$ cat config.mk
export PLATFORM = sky130hd
export DESIGN_NAME = pll_reset_seq_flat
export DESIGN_NICKNAME = d
export VERILOG_FILES = /design/src/rtl/pll_reset_seq_if.sv /design/src/rtl/pll_reset_seq.sv /design/src/flat_wrapper.sv
export SDC_FILE = /design/constraint.sdc
export NUM_CORES = 1
export LEC_CHECK = 0
export ABC_AREA = 1
export CAP_MARGIN = 25
export CORE_MARGIN = 5
export CORE_UTILIZATION = 60
export DETAILED_ROUTE_END_ITERATION = 10
export PLACE_DENSITY = 0.89
export SLEW_MARGIN = 20
export SYNTH_ARGS = -nofsm -noshare
export SYNTH_HDL_FRONTEND = slang
export SYNTH_SLANG_ARGS = --single-unit
export TNS_END_PERCENT = 10
$ cat constraint.sdc
create_clock -name clk -period 3.6 [get_ports clk]
set_input_delay 0.72 -clock clk [delete_from_list [all_inputs] [get_ports clk]]
set_output_delay 0.72 -clock clk [all_outputs]
set_load 0.02 [all_outputs]
$ cat src/rtl/pll_reset_seq_if.sv
// PLL control and core-reset signal bundle for the pll_reset_seq sequencer.
// The master modport is the sequencer; the slave modport is the PLL/core side.
interface pll_reset_seq_if;
  logic       pll_lock;
  logic       sleep_req;
  logic       pll_rst;
  logic       pll_stdby;
  logic       sys_rst;
  logic       ready;
  logic       fail;
  logic [1:0] retry_cnt;

  modport master (
    input  pll_lock,
    input  sleep_req,
    output pll_rst,
    output pll_stdby,
    output sys_rst,
    output ready,
    output fail,
    output retry_cnt
  );

  modport slave (
    output pll_lock,
    output sleep_req,
    input  pll_rst,
    input  pll_stdby,
    input  sys_rst,
    input  ready,
    input  fail,
    input  retry_cnt
  );
endinterface

$ cat src/rtl/pll_reset_seq.sv
// ECP5 EHXPLLL reset/lock sequencer running on the PLL reference clock.
// Optional standby support is enabled by defining PLL_SEQ_STANDBY_EN.
module pll_reset_seq #(
  parameter int POR_CYCLES    = 16,
  parameter int LOCK_TIMEOUT  = 4096,
  parameter int STABLE_CYCLES = 256,
  parameter int MAX_RETRIES   = 3,
  parameter int CNT_W         = 16
) (
  input  logic            clk,
  input  logic            rst,
  pll_reset_seq_if.master io
);

  localparam logic [CNT_W-1:0] CNT_ZERO    = {CNT_W{1'b0}};
  localparam logic [CNT_W-1:0] CNT_ONE     = CNT_W'(1);
  localparam logic [CNT_W-1:0] POR_LAST    = CNT_W'(POR_CYCLES - 1);
  localparam logic [CNT_W-1:0] LOCK_LAST   = CNT_W'(LOCK_TIMEOUT - 1);
  localparam logic [CNT_W-1:0] STABLE_LAST = CNT_W'(STABLE_CYCLES - 1);
  localparam logic [1:0]       RETRY_MAX   = 2'(MAX_RETRIES);

  typedef enum logic [2:0] {
    RESET_PLL = 3'd0,
    WAIT_LOCK = 3'd1,
    STABLE    = 3'd2,
    RUN       = 3'd3,
`ifdef PLL_SEQ_STANDBY_EN
    STANDBY   = 3'd4,
`endif
    FAIL      = 3'd5
  } state_t;

  state_t           state_r;
  state_t           state_nxt;
  logic [CNT_W-1:0] cnt_r;
  logic [CNT_W-1:0] cnt_nxt;
  logic [1:0]       retry_r;
  logic [1:0]       retry_nxt;
  logic             lock_meta_r;
  logic             lock_sync_r;
  logic             lock_s;
  logic             pll_rst_r;
  logic             pll_stdby_r;
  logic             sys_rst_r;
  logic             ready_r;
  logic             fail_r;
  logic             pll_rst_nxt;
  logic             pll_stdby_nxt;
  logic             sys_rst_nxt;
  logic             ready_nxt;
  logic             fail_nxt;

`ifndef PLL_SEQ_STANDBY_EN
  logic unused_sleep_s;
  assign unused_sleep_s = io.sleep_req;
`endif

  assign lock_s = lock_sync_r;

  // Two-flop synchronizer for the asynchronous PLL LOCK pin.
  always_ff @(posedge clk) begin
    if (rst) begin
      lock_meta_r <= 1'b0;
      lock_sync_r <= 1'b0;
    end else begin
      lock_meta_r <= io.pll_lock;
      lock_sync_r <= lock_meta_r;
    end
  end

  // Next-state, shared counter and retry bookkeeping.
  always_comb begin
    state_nxt = state_r;
    cnt_nxt   = cnt_r;
    retry_nxt = retry_r;
    case (state_r)
      RESET_PLL: begin
        if (cnt_r == POR_LAST) begin
          state_nxt = WAIT_LOCK;
          cnt_nxt   = CNT_ZERO;
        end else begin
          cnt_nxt = cnt_r + CNT_ONE;
        end
      end
      WAIT_LOCK: begin
        if (lock_s) begin
          state_nxt = STABLE;
          cnt_nxt   = CNT_ZERO;
        end else if (cnt_r == LOCK_LAST) begin
          cnt_nxt = CNT_ZERO;
          if (retry_r == RETRY_MAX) begin
            state_nxt = FAIL;
          end else begin
            state_nxt = RESET_PLL;
            retry_nxt = retry_r + 2'd1;
          end
        end else begin
          cnt_nxt = cnt_r + CNT_ONE;
        end
      end
      STABLE: begin
        // A dropout here restarts the lock timeout without spending a retry.
        if (!lock_s) begin
          state_nxt = WAIT_LOCK;
          cnt_nxt   = CNT_ZERO;
        end else if (cnt_r == STABLE_LAST) begin
          state_nxt = RUN;
          cnt_nxt   = CNT_ZERO;
        end else begin
          cnt_nxt = cnt_r + CNT_ONE;
        end
      end
      RUN: begin
        if (!lock_s) begin
          state_nxt = RESET_PLL;
          cnt_nxt   = CNT_ZERO;
          retry_nxt = 2'd0;
        end
`ifdef PLL_SEQ_STANDBY_EN
        else if (io.sleep_req) begin
          state_nxt = STANDBY;
          cnt_nxt   = CNT_ZERO;
        end
`endif
        else begin
          state_nxt = RUN;
        end
      end
`ifdef PLL_SEQ_STANDBY_EN
      STANDBY: begin
        if (!io.sleep_req) begin
          state_nxt = RESET_PLL;
          cnt_nxt   = CNT_ZERO;
          retry_nxt = 2'd0;
        end else begin
          state_nxt = STANDBY;
        end
      end
`endif
      FAIL: begin
        state_nxt = FAIL;
      end
      default: begin
        state_nxt = RESET_PLL;
        cnt_nxt   = CNT_ZERO;
        retry_nxt = 2'd0;
      end
    endcase
  end

  // Output decode from the next state so registered outputs track the state register.
  always_comb begin
    pll_rst_nxt   = 1'b1;
    pll_stdby_nxt = 1'b0;
    sys_rst_nxt   = 1'b1;
    ready_nxt     = 1'b0;
    fail_nxt      = 1'b0;
    case (state_nxt)
      RESET_PLL: begin
        pll_rst_nxt = 1'b1;
      end
      WAIT_LOCK, STABLE: begin
        pll_rst_nxt = 1'b0;
      end
      RUN: begin
        pll_rst_nxt = 1'b0;
        sys_rst_nxt = 1'b0;
        ready_nxt   = 1'b1;
      end
`ifdef PLL_SEQ_STANDBY_EN
      STANDBY: begin
        pll_rst_nxt   = 1'b0;
        pll_stdby_nxt = 1'b1;
      end
`endif
      FAIL: begin
        fail_nxt = 1'b1;
      end
      default: begin
        pll_rst_nxt = 1'b1;
      end
    endcase
  end

  // State, counter, retry and output registers.
  always_ff @(posedge clk) begin
    if (rst) begin
      state_r     <= RESET_PLL;
      cnt_r       <= CNT_ZERO;
      retry_r     <= 2'd0;
      pll_rst_r   <= 1'b1;
      pll_stdby_r <= 1'b0;
      sys_rst_r   <= 1'b1;
      ready_r     <= 1'b0;
      fail_r      <= 1'b0;
    end else begin
      state_r     <= state_nxt;
      cnt_r       <= cnt_nxt;
      retry_r     <= retry_nxt;
      pll_rst_r   <= pll_rst_nxt;
      pll_stdby_r <= pll_stdby_nxt;
      sys_rst_r   <= sys_rst_nxt;
      ready_r     <= ready_nxt;
      fail_r      <= fail_nxt;
    end
  end

  assign io.pll_rst   = pll_rst_r;
  assign io.pll_stdby = pll_stdby_r;
  assign io.sys_rst   = sys_rst_r;
  assign io.ready     = ready_r;
  assign io.fail      = fail_r;
  assign io.retry_cnt = retry_r;

endmodule
$ cat src/flat_wrapper.sv
// flat-port wrapper written by rule: the top's interface ports become plain ports
module pll_reset_seq_flat 
#(
  parameter int POR_CYCLES    = 16,
  parameter int LOCK_TIMEOUT  = 4096,
  parameter int STABLE_CYCLES = 256,
  parameter int MAX_RETRIES   = 3,
  parameter int CNT_W         = 16
)
  (clk, rst, io_pll_lock, io_sleep_req, io_pll_rst, io_pll_stdby, io_sys_rst, io_ready, io_fail, io_retry_cnt);
  pll_reset_seq_if io_i ();
  input  logic clk;
  input  logic rst;
  input wire logic [$bits(io_i.pll_lock)-1:0] io_pll_lock;
  input wire logic [$bits(io_i.sleep_req)-1:0] io_sleep_req;
  output wire logic [$bits(io_i.pll_rst)-1:0] io_pll_rst;
  output wire logic [$bits(io_i.pll_stdby)-1:0] io_pll_stdby;
  output wire logic [$bits(io_i.sys_rst)-1:0] io_sys_rst;
  output wire logic [$bits(io_i.ready)-1:0] io_ready;
  output wire logic [$bits(io_i.fail)-1:0] io_fail;
  output wire logic [$bits(io_i.retry_cnt)-1:0] io_retry_cnt;
  assign io_i.pll_lock = io_pll_lock;
  assign io_i.sleep_req = io_sleep_req;
  assign io_pll_rst = io_i.pll_rst;
  assign io_pll_stdby = io_i.pll_stdby;
  assign io_sys_rst = io_i.sys_rst;
  assign io_ready = io_i.ready;
  assign io_fail = io_i.fail;
  assign io_retry_cnt = io_i.retry_cnt;
  pll_reset_seq #(.POR_CYCLES(POR_CYCLES), .LOCK_TIMEOUT(LOCK_TIMEOUT), .STABLE_CYCLES(STABLE_CYCLES), .MAX_RETRIES(MAX_RETRIES), .CNT_W(CNT_W)) u_core (.clk(clk), .rst(rst), .io(io_i));
endmodule
* Word level (Yosys, flattened, before mapping)
Index checks and enable logic that the tools add are counted.
** Word-level totals
- Memory bits (read-only) :: 0
- Latch bits :: 0
- Input bits :: 4
- Bits in registers :: 27
- Memories kept :: 0
- Memory bits (writable) :: 0
- Output and inout bits :: 7
** Operators by class
- Eq/ne operators :: 16
- Order comparisons :: 0
- Bitwise logic cells :: 2
- Shift operators :: 0
- $add $sub $neg :: 2
- Divide/modulo/power cells :: 0
- Multipliers :: 0
- Reduce and logical (&&, ||, !) cells :: 5
- Mux-type cells :: 24
** Operators with widths (number)
- $mux 16 :: 6
- $pmux 16 s5 :: 1
- $mux 3 :: 6
- $add 16x1->16 const B :: 1
- $eq 16x12->1 const B :: 1
- $eq 16x4->1 const B :: 1
- $eq 16x8->1 const B :: 1
- $pmux 3 s5 :: 1
- $eq 3x2->1 const B :: 4
- $mux 2 :: 5
- $eq 3x1->1 const B :: 2
- $eq 3x3->1 const B :: 2
- $ne 2x2->1 const B :: 3
- $pmux 2 s3 :: 1
- $reduce_or 3->1 :: 2
- $reduce_and 5->1 :: 1
- $mux 1 :: 4
- $logic_not 3->1 :: 1
- $add 2x1->2 const B :: 1
- $eq 2x2->1 const B :: 1
- $ne 2x1->1 const B :: 1
- $not 1->1 :: 2
- $reduce_and 2->1 :: 1

* Longest topological paths before layout
Gate-level depths: netlist (run 1).
- Word-level depth :: 8
- Mapped depth :: 11
- Gate-level depth less buffers :: 11

* Least setup slack after synthesis (run 1)
Ideal clock, no wire load.
- Kind :: input to register
- Start point :: in rst
- End point :: reg u_core.cnt_r[10]
- Stages on the path :: 5
- Path slack :: 2.085 ns
- Library setup time :: 0.119 ns
- Path buffers :: 2
- Arrival time :: 1.397 ns
- Cells stage by stage :: clkbuf_1 > inv_1 > nand2_2 > buf_8 > nor2_2
** RTL lines
- start, declared :: line flat_wrapper.sv:13 : input logic rst;
- end signal, assigned :: line pll_reset_seq.sv:198 : cnt_r <= cnt_nxt;
- end, declared :: line pll_reset_seq.sv:35 : logic [CNT_W-1:0] cnt_r;

* Worst setup path in the final report (run 1)
- Start point :: reg u_core.retry_r[0], in the netlist u_core.io.retry_cnt[0]
- End point :: out io_retry_cnt[0]
** RTL lines
- start, declared :: line pll_reset_seq.sv:37 : logic [1:0] retry_r;
- start signal, assigned :: line pll_reset_seq.sv:199 : retry_r <= retry_nxt;
- end, declared :: line flat_wrapper.sv:21 : output wire logic [$bits(io_i.retry_cnt)-1:0] io_retry_cnt;
No word-level cell between the ends.

==> parameters.txt, run 1 <==
Parameter                              Value

Clock network
  Clock buffers created by TritonCTS    3
  Clk sink count    27
  Clock Tree Buf Depth    2
  Post-CTS Repair Setup Buffers    0
  TritonCTS clock tree    built
  Clock insertion delay at the later pin of the skew report    320 ps
  Clock transition at the register clock pins on the worst setup and hold paths after CTS    140 ps
  Depth of the CTS H-tree    1
  Quantity of hold-fixing buffers added after cts    0
  CTS resizes    0
  Root Driver    sky130_fd_sc_hd__clkbuf_4

Placed design
  Weighted congestion reported at the end of routability-driven placement    0.887
  Half-perimeter wire length after placement    ~2000 um
  Total placed cells including tap cells    234
  Number of port buffers    8

Worst setup path
  Length in cells of the worst reg-to-reg path    8
  R2R setup slack    1800 ps
  Start-to-end type of the worst setup path    register to primary output
  Data arrival time of the worst path    between 1000 and 1500 ps
  Worst Path Buf+Inv    1
  Crit end category    primary output
  CP max-delay cell    sky130_fd_sc_hd__clkdlybuf4s50_1
  Count of cell instances traversed by the critical path    1
  Series of cell instances along the critical path    clkdlybuf4s50_1
  Cell type group with the largest total delay on the critical path    buffers and inverters
  Worst endpoint required time    2880 ps
  Delay of the slowest cell on the worst path    620 ps
  Crit start category    register
  Worst-path fanout max    4

Detailed routing
  Routed wire length    roughly 2600 um
  Remaining routing DRC violations    0
  Wire length per cell after detailed routing    11.1 um
  Number of detailed-routing iterations run before antenna repair    4
  DRC violation total after the first TritonRoute iteration    31
  Routed Antenna Nets    0
  Via density    5.15
  Routed via count    1,225

Global routing
  GRT Resource Usage Total    between 10% and 20%
  First-pass GRT wire length    4710 um
  Pin count of the biggest net entering global routing    15
  Total gr overflow    0
  Initial antenna violation count    0
  Number of global-route vias before repair    1,188

Floorplan
  Die area    between 3000 and 4000 um^2
  I/O pin count    11
  Initial core utilization    64.3%
  Row Count    17
  Horiz. Die Dim    59.4 um
  Total core area    about 2300 um^2
  Die H    59.4 um

Power
  Pwr Density    291 nW/um^2
  Worst voltage drop across the vdd grid    0.331 mV
  Leakage component of the power    0.000620 uW

Timing
  Fmax    ~480 MHz
  Setup repair after global routing missed its margin    no
  Share of the clock period used by the worst path after layout    57.5%
  Count of final max-slew check failures    0
  Final setup viols    0
  Final-layout setup total negative slack    0 ps
  Min Tclk post-route    2070 ps
  Final hold violations    0
  Setup Skew    8.46 ps

Finish
  Synth-to-layout area growth    7.10%
  Final net count    217
  Area taken by multi-input logic gates    797 um^2
  Antenna Cells    0
  Post-layout utilization of the core    between 60% and 70%
  Number of cells in the finished layout apart from fillers    238
  Register cell area after layout    541 um^2
  Layout cell share with drive strength beyond 1    14.8%
  Filler cells    186

Synth
  Number of distinct library cells after synthesis    31
  Count of flip-flops with a built-in enable after synthesis    0
  Synth Flop Type    sky130_fd_sc_hd__dfxtp_1
  Cell accounting for the most synthesized area    sky130_fd_sc_hd__dfxtp_1
  Register bit total from synthesis    27
  Fraction of synthesized cell area taken by the top area cell type    between 30 and 40%
  Post-synthesis cell count    202
  Number of synthesis warnings    0
  Largest cells by area after synthesis    sky130_fd_sc_hd__dfxtp_1 (37%), sky130_fd_sc_hd__nand2_1 (11%), sky130_fd_sc_hd__nor2_1 (8.2%)
  Post-synth top cells    sky130_fd_sc_hd__nand2_1 (42), sky130_fd_sc_hd__nor2_1 (32), sky130_fd_sc_hd__dfxtp_1 (27)
  Mean cell area of the mapped netlist    7.24 um^2
  Syn Std Cell Area    1460 um^2
  Count leader, synth    sky130_fd_sc_hd__nand2_1
  Sequential fraction of the synthesis area    a little under two fifths
  Post-synthesis net count    208
  Async SR Flop Fraction    0%

Min path
  Path category of the worst min-delay check    register to register
  Hold Crit Depth    2

Run status
  Result of the run    finished clean

Flow run
  Maxcap violations    0
[area by class of cell]
type / count / share of cell area [%]
multi-input cells: 148 / 50.9
flip-flops and latches: 27 / 34.5
inverters: 23 / 5.59
repair buffers: 8 / 5.11
well taps: 28 / 2.24
clock buffers: 4 / 1.68
[registers in the layout, indices dropped and copies added, names as in the netlist]
signal / flops
u_core.cnt_r: 16
u_core.state_r: 3
u_core.io.retry_cnt: 2
u_core.io.fail: 1
u_core.io.pll_rst: 1
u_core.io.ready: 1
u_core.io.sys_rst: 1
u_core.lock_meta_r: 1
u_core.lock_s: 1
[report_power, final]
part / internal (uW) / total, uW / leakage, uW / switching, uW
Clock: 43.4 / 129 / 0.0000150 / 85.6
Combinational: 7.44 / 20.3 / 0.000386 / 12.9
Sequential: 303 / 306 / 0.000219 / 3.14
[through the flow]
stage | area, um^2 | hold WS [ps] | total power, uW | setup slack (ps)
5_1_grt | 1570 | 458 | 479 | 1440
4_1_cts | 1570 | 426 | 460 | 1520
3_5_place_dp | 1540 | 406 | 333 | 1480
2_1_floorplan | 1460 | 388 | 330 | 2080
6_report | 1570 | 423 | 455 | 1530
3_3_place_gp | 1540 | 390 | 332 | 1510
[cells by family after synthesis]
logic type | count (synthesis) | share of synthesized area (%)
simple gates | 121 | 40.7
buf+inv | 27 | 8.55
flops | 27 | 37.0
xor+xnor | 13 | 7.78
compound gates | 11 | 4.02
fa+ha+maj | 2 | 1.71
other cells | 1 | 0.256
[cell usage in the layout (no fill, tap or decap), types with 2 or more instances in the layout]
cell type / count
sky130_fd_sc_hd__xnor2_1: 2
sky130_fd_sc_hd__ha_1: 2
sky130_fd_sc_hd__nor2_4: 2
sky130_fd_sc_hd__xor2_1: 11
sky130_fd_sc_hd__nor3_1: 3
sky130_fd_sc_hd__a21oi_1: 7
sky130_fd_sc_hd__dfxtp_1: 27
sky130_fd_sc_hd__nand2_2: 5
sky130_fd_sc_hd__inv_2: 2
sky130_fd_sc_hd__nor2_2: 13
sky130_fd_sc_hd__nand4_1: 4
sky130_fd_sc_hd__clkdlybuf4s50_1: 8
sky130_fd_sc_hd__clkbuf_4: 3
sky130_fd_sc_hd__nor2_1: 32
sky130_fd_sc_hd__nand2_1: 42
sky130_fd_sc_hd__inv_1: 20
sky130_fd_sc_hd__nand3_1: 14
[routing by layer]
layer,GRT usage (%),share of wire [%]
met5,0,0
met4,5.50,0.53
met3,5.23,3.6
met2,29.2,48
met1,20.6,47
[path summary, 6_finish.rpt]
| path | from | to |
|---|---|---|
| worst max-delay path | u_core.io.retry_cnt[0] | io_retry_cnt[0] |
| worst min-delay path | u_core.lock_meta_r | u_core.lock_s |
| worst max register to register | u_core.state_r[0] | u_core.cnt_r[15] |
| worst min register to register | u_core.lock_meta_r | u_core.lock_s |
(Power assumes the default switching activity.)
==> run 2, diff against run 1 <==
--- a/config.mk
+++ b/config.mk
@@ -8,9 +8,9 @@
 export ABC_AREA = 1
 export CAP_MARGIN = 25
 export CORE_MARGIN = 5
-export CORE_UTILIZATION = 60
+export CORE_UTILIZATION = 57
 export DETAILED_ROUTE_END_ITERATION = 10
-export PLACE_DENSITY = 0.89
+export PLACE_DENSITY = 0.86
 export SLEW_MARGIN = 20
 export SYNTH_ARGS = -nofsm -noshare
 export SYNTH_HDL_FRONTEND = slang
==> constraint.sdc (replaced) <==
create_clock -name clk -period 2.1 [get_ports clk]
set_input_delay 0.42 -clock clk [delete_from_list [all_inputs] [get_ports clk]]
set_output_delay 0.42 -clock clk [all_outputs]
set_load 0.02 [all_outputs]
==> run 2 against run 1 <==
Against the previous run: die area rose by 4.4%; routed wire length fell by 1.9%; hold slack got worse by 11 ps; first-iteration DRC count rose by 9.7%; highest routed layer unchanged; via count fell by 0.49%; register-to-register slack got worse by 1400 ps.
==> parameters.txt, run 2 (same netlist as run 1, synthesis figures left out) <==
Parameter                              Value

Finish
  Number of cells in the finished layout apart from fillers    242 (+1.7%)
  Antenna Cells    0 (unchanged)
  Commonest non-fill, non-tap cells in the layout    sky130_fd_sc_hd__nand2_1 (42), sky130_fd_sc_hd__nor2_1 (32), sky130_fd_sc_hd__dfxtp_1 (27), sky130_fd_sc_hd__inv_1 (20), sky130_fd_sc_hd__nand3_1 (14)
  Layout cell share with drive strength beyond 1    16.0% (+1.3 points)
  Flip-flop count of the largest register, all copies and words added    16 (unchanged)
  Most frequent standard cell in the layout excluding fill and tap cells    sky130_fd_sc_hd__nand2_1
  Most flop-heavy register    u_core.cnt_r
  Final net count    219 (+0.92%)
  Filler cells    224 (+20%)
  Synth-to-layout area growth    8.55%

Detailed routing
  Routed via count    1,219 (-0.49%)
  DRC violation total after the first TritonRoute iteration    34 (+9.7%)
  Routed wire length    2600 um (-1.9%)
  Routed Antenna Nets    0 (unchanged)
  Number of detailed-routing iterations run before antenna repair    6 (+2)
  Via density    5.04 (-2.1%)
  Remaining routing DRC violations    0 (unchanged)
  Wire length per cell after detailed routing    10.7 um (-3.5%)

Floorplan
  Die area    3680 um^2 (+4.4%)
  Total core area    2450 um^2 (+7.9%)
  Horiz. Die Dim    60.7 um (+2.2%)
  I/O pin count    11 (unchanged)
  Die H    60.7 um (+2.2%)
  Row Count    18 (+1)
  Initial core utilization    59.6% (-4.7 points)

Worst setup path
  Worst-path fanout max    4 (unchanged)
  Delay of the slowest cell on the worst path    620 ps (about the same)
  Startpoint of the lowest-slack register-to-register path    u_core.cnt_r[0]
  Worst Path Buf+Inv    1 (unchanged)
  Worst endpoint required time    1680 ps (-1200 ps)
  Start-to-end type of the worst setup path    register to primary output
  R2R setup slack    360 ps (-1440 ps)
  Crit end category    primary output
  Data arrival time of the worst path    1340 ps (about the same)
  RR Endpoint    u_core.cnt_r[15]
  CP max-delay cell    sky130_fd_sc_hd__clkdlybuf4s50_1
  Series of cell instances along the critical path    clkdlybuf4s50_1
  Length in cells of the worst reg-to-reg path    10 (+2)
  Cell type group with the largest total delay on the critical path    buffers and inverters
  Crit start category    register

Min path
  Worst hold path startpoint    u_core.lock_meta_r
  Endpoint of the worst hold path    u_core.lock_s
  Path category of the worst min-delay check    register to register
  Hold Crit Depth    2 (unchanged)

Timing
  Setup Skew    17.1 ps (+8.68 ps)
  Final-layout setup total negative slack    0 ps (unchanged)
  Final hold violations    0 (unchanged)
  Share of the clock period used by the worst path after layout    roughly 84%
  Min Tclk post-route    about 1800 ps
  Worst-case setup margin in the final layout    336 ps (-1190 ps)
  Setup repair after global routing missed its margin    no
  Count of final max-slew check failures    0 (unchanged)
  Fmax    567 MHz
  Final setup viols    0 (unchanged)

Placed design
  Number of port buffers    8 (unchanged)
  Minimum setup slack after placement    382 ps (-1100 ps)
  Total placed cells including tap cells    238 (+1.7%)
  Half-perimeter wire length after placement    1900 um (-5.8%)
  Weighted congestion reported at the end of routability-driven placement    0.864 (-2.7%)

Flow run
  Maxcap violations    0 (unchanged)

Power
  Post-route total power    786 uW (+73%)
  Pwr Density    495 nW/um^2 (+70%)
  Leakage component of the power    0.000629 uW (+1.5%)
  Worst voltage drop across the vdd grid    0.457 mV (+38%)

Clock network
  CTS resizes    0 (unchanged)
  Post-CTS Repair Setup Buffers    0 (unchanged)
  TritonCTS clock tree    built
  Quantity of hold-fixing buffers added after cts    0 (unchanged)
  Clock transition at the register clock pins on the worst setup and hold paths after CTS    150 ps (about the same)
  Depth of the CTS H-tree    1 (unchanged)
  Clock Tree Buf Depth    2 (unchanged)
  Clock insertion delay at the later pin of the skew report    330 ps (about the same)
  Root Driver    sky130_fd_sc_hd__clkbuf_4
  Clk sink count    27 (unchanged)
  Clock buffers created by TritonCTS    3 (unchanged)

Global routing
  Number of global-route vias before repair    1,099 (-7.5%)
  GRT Resource Usage Total    15.9% (-1.4 points)
  First-pass GRT wire length    4470 um (-5.1%)
  Pin count of the biggest net entering global routing    17 (+2)
  Total gr overflow    0 (unchanged)
  Initial antenna violation count    0 (unchanged)

Run status
  Result of the run    finished clean
run 2: cell count changes in the layout (fill, tap and decap cells not counted), sizes merged:
cell      change
buf           +2
clkbuf        -1
clkinvlp      +1
run 2: area by class of cell:
type                    count  area, um^2  share of cell area (%)
multi-input cells         148         797                    50.2
well taps                  30        37.5                    2.36
clock inverters             1        7.51                   0.473
clock buffers               3        22.5                    1.42
repair buffers             10        95.1                    5.99
inverters                  23        87.6                    5.52
flip-flops and latches     27         541                    34.0
run 2: how the worst max path moves through the flow:
stage / from / endpoint / cells after the start
6_report: u_core.io.retry_cnt[0] / io_retry_cnt[0] / 1
2_1_floorplan: u_core.cnt_r[0] / u_core.cnt_r[10] / 11
5_1_grt: u_core.cnt_r[0] / u_core.cnt_r[15] / 10
3_3_place_gp: u_core.cnt_r[0] / u_core.cnt_r[15] / 10
4_1_cts: u_core.io.retry_cnt[0] / io_retry_cnt[0] / 1
3_5_place_dp: u_core.cnt_r[0] / u_core.cnt_r[15] / 10
run 2: worst register-to-register path: cells and delay by family (launching register included):
| kind | cells | cell delay, ps |
|---|---|---|
| adder cells (fa/ha/maj) | 1 | 180 |
| AND/OR/NAND/NOR | 7 | 900 |
| flip-flops | 1 | 400 |
| buffers and inverters | 2 | 130 |
run 2: power by group:
group | internal (uW) | total, uW | switching (uW)
clock | 72.9 | 225 | 152
sequential | 519 | 524 | 4.85
combinational | 13.8 | 36.7 | 22.9
total | 606 | 786 | 180
run 2: stage by stage:
step / instance area (um^2) / hold WS [ps] / utilization (%)
after floorplan: 1460 / 388 / -
after global placement: 1560 / 393 / 63.5
after detailed placement: 1560 / 392 / 63.5
after CTS: 1590 / 411 / 64.7
after global routing: 1590 / 446 / 64.7
final: 1590 / 412 / 64.7
run 2: metal layers:
metal	track usage (%)	routed length, um
met4	6.50	53
met2	26.4	1200
met5	0	0
met3	2.55	82
met1	20.4	1260
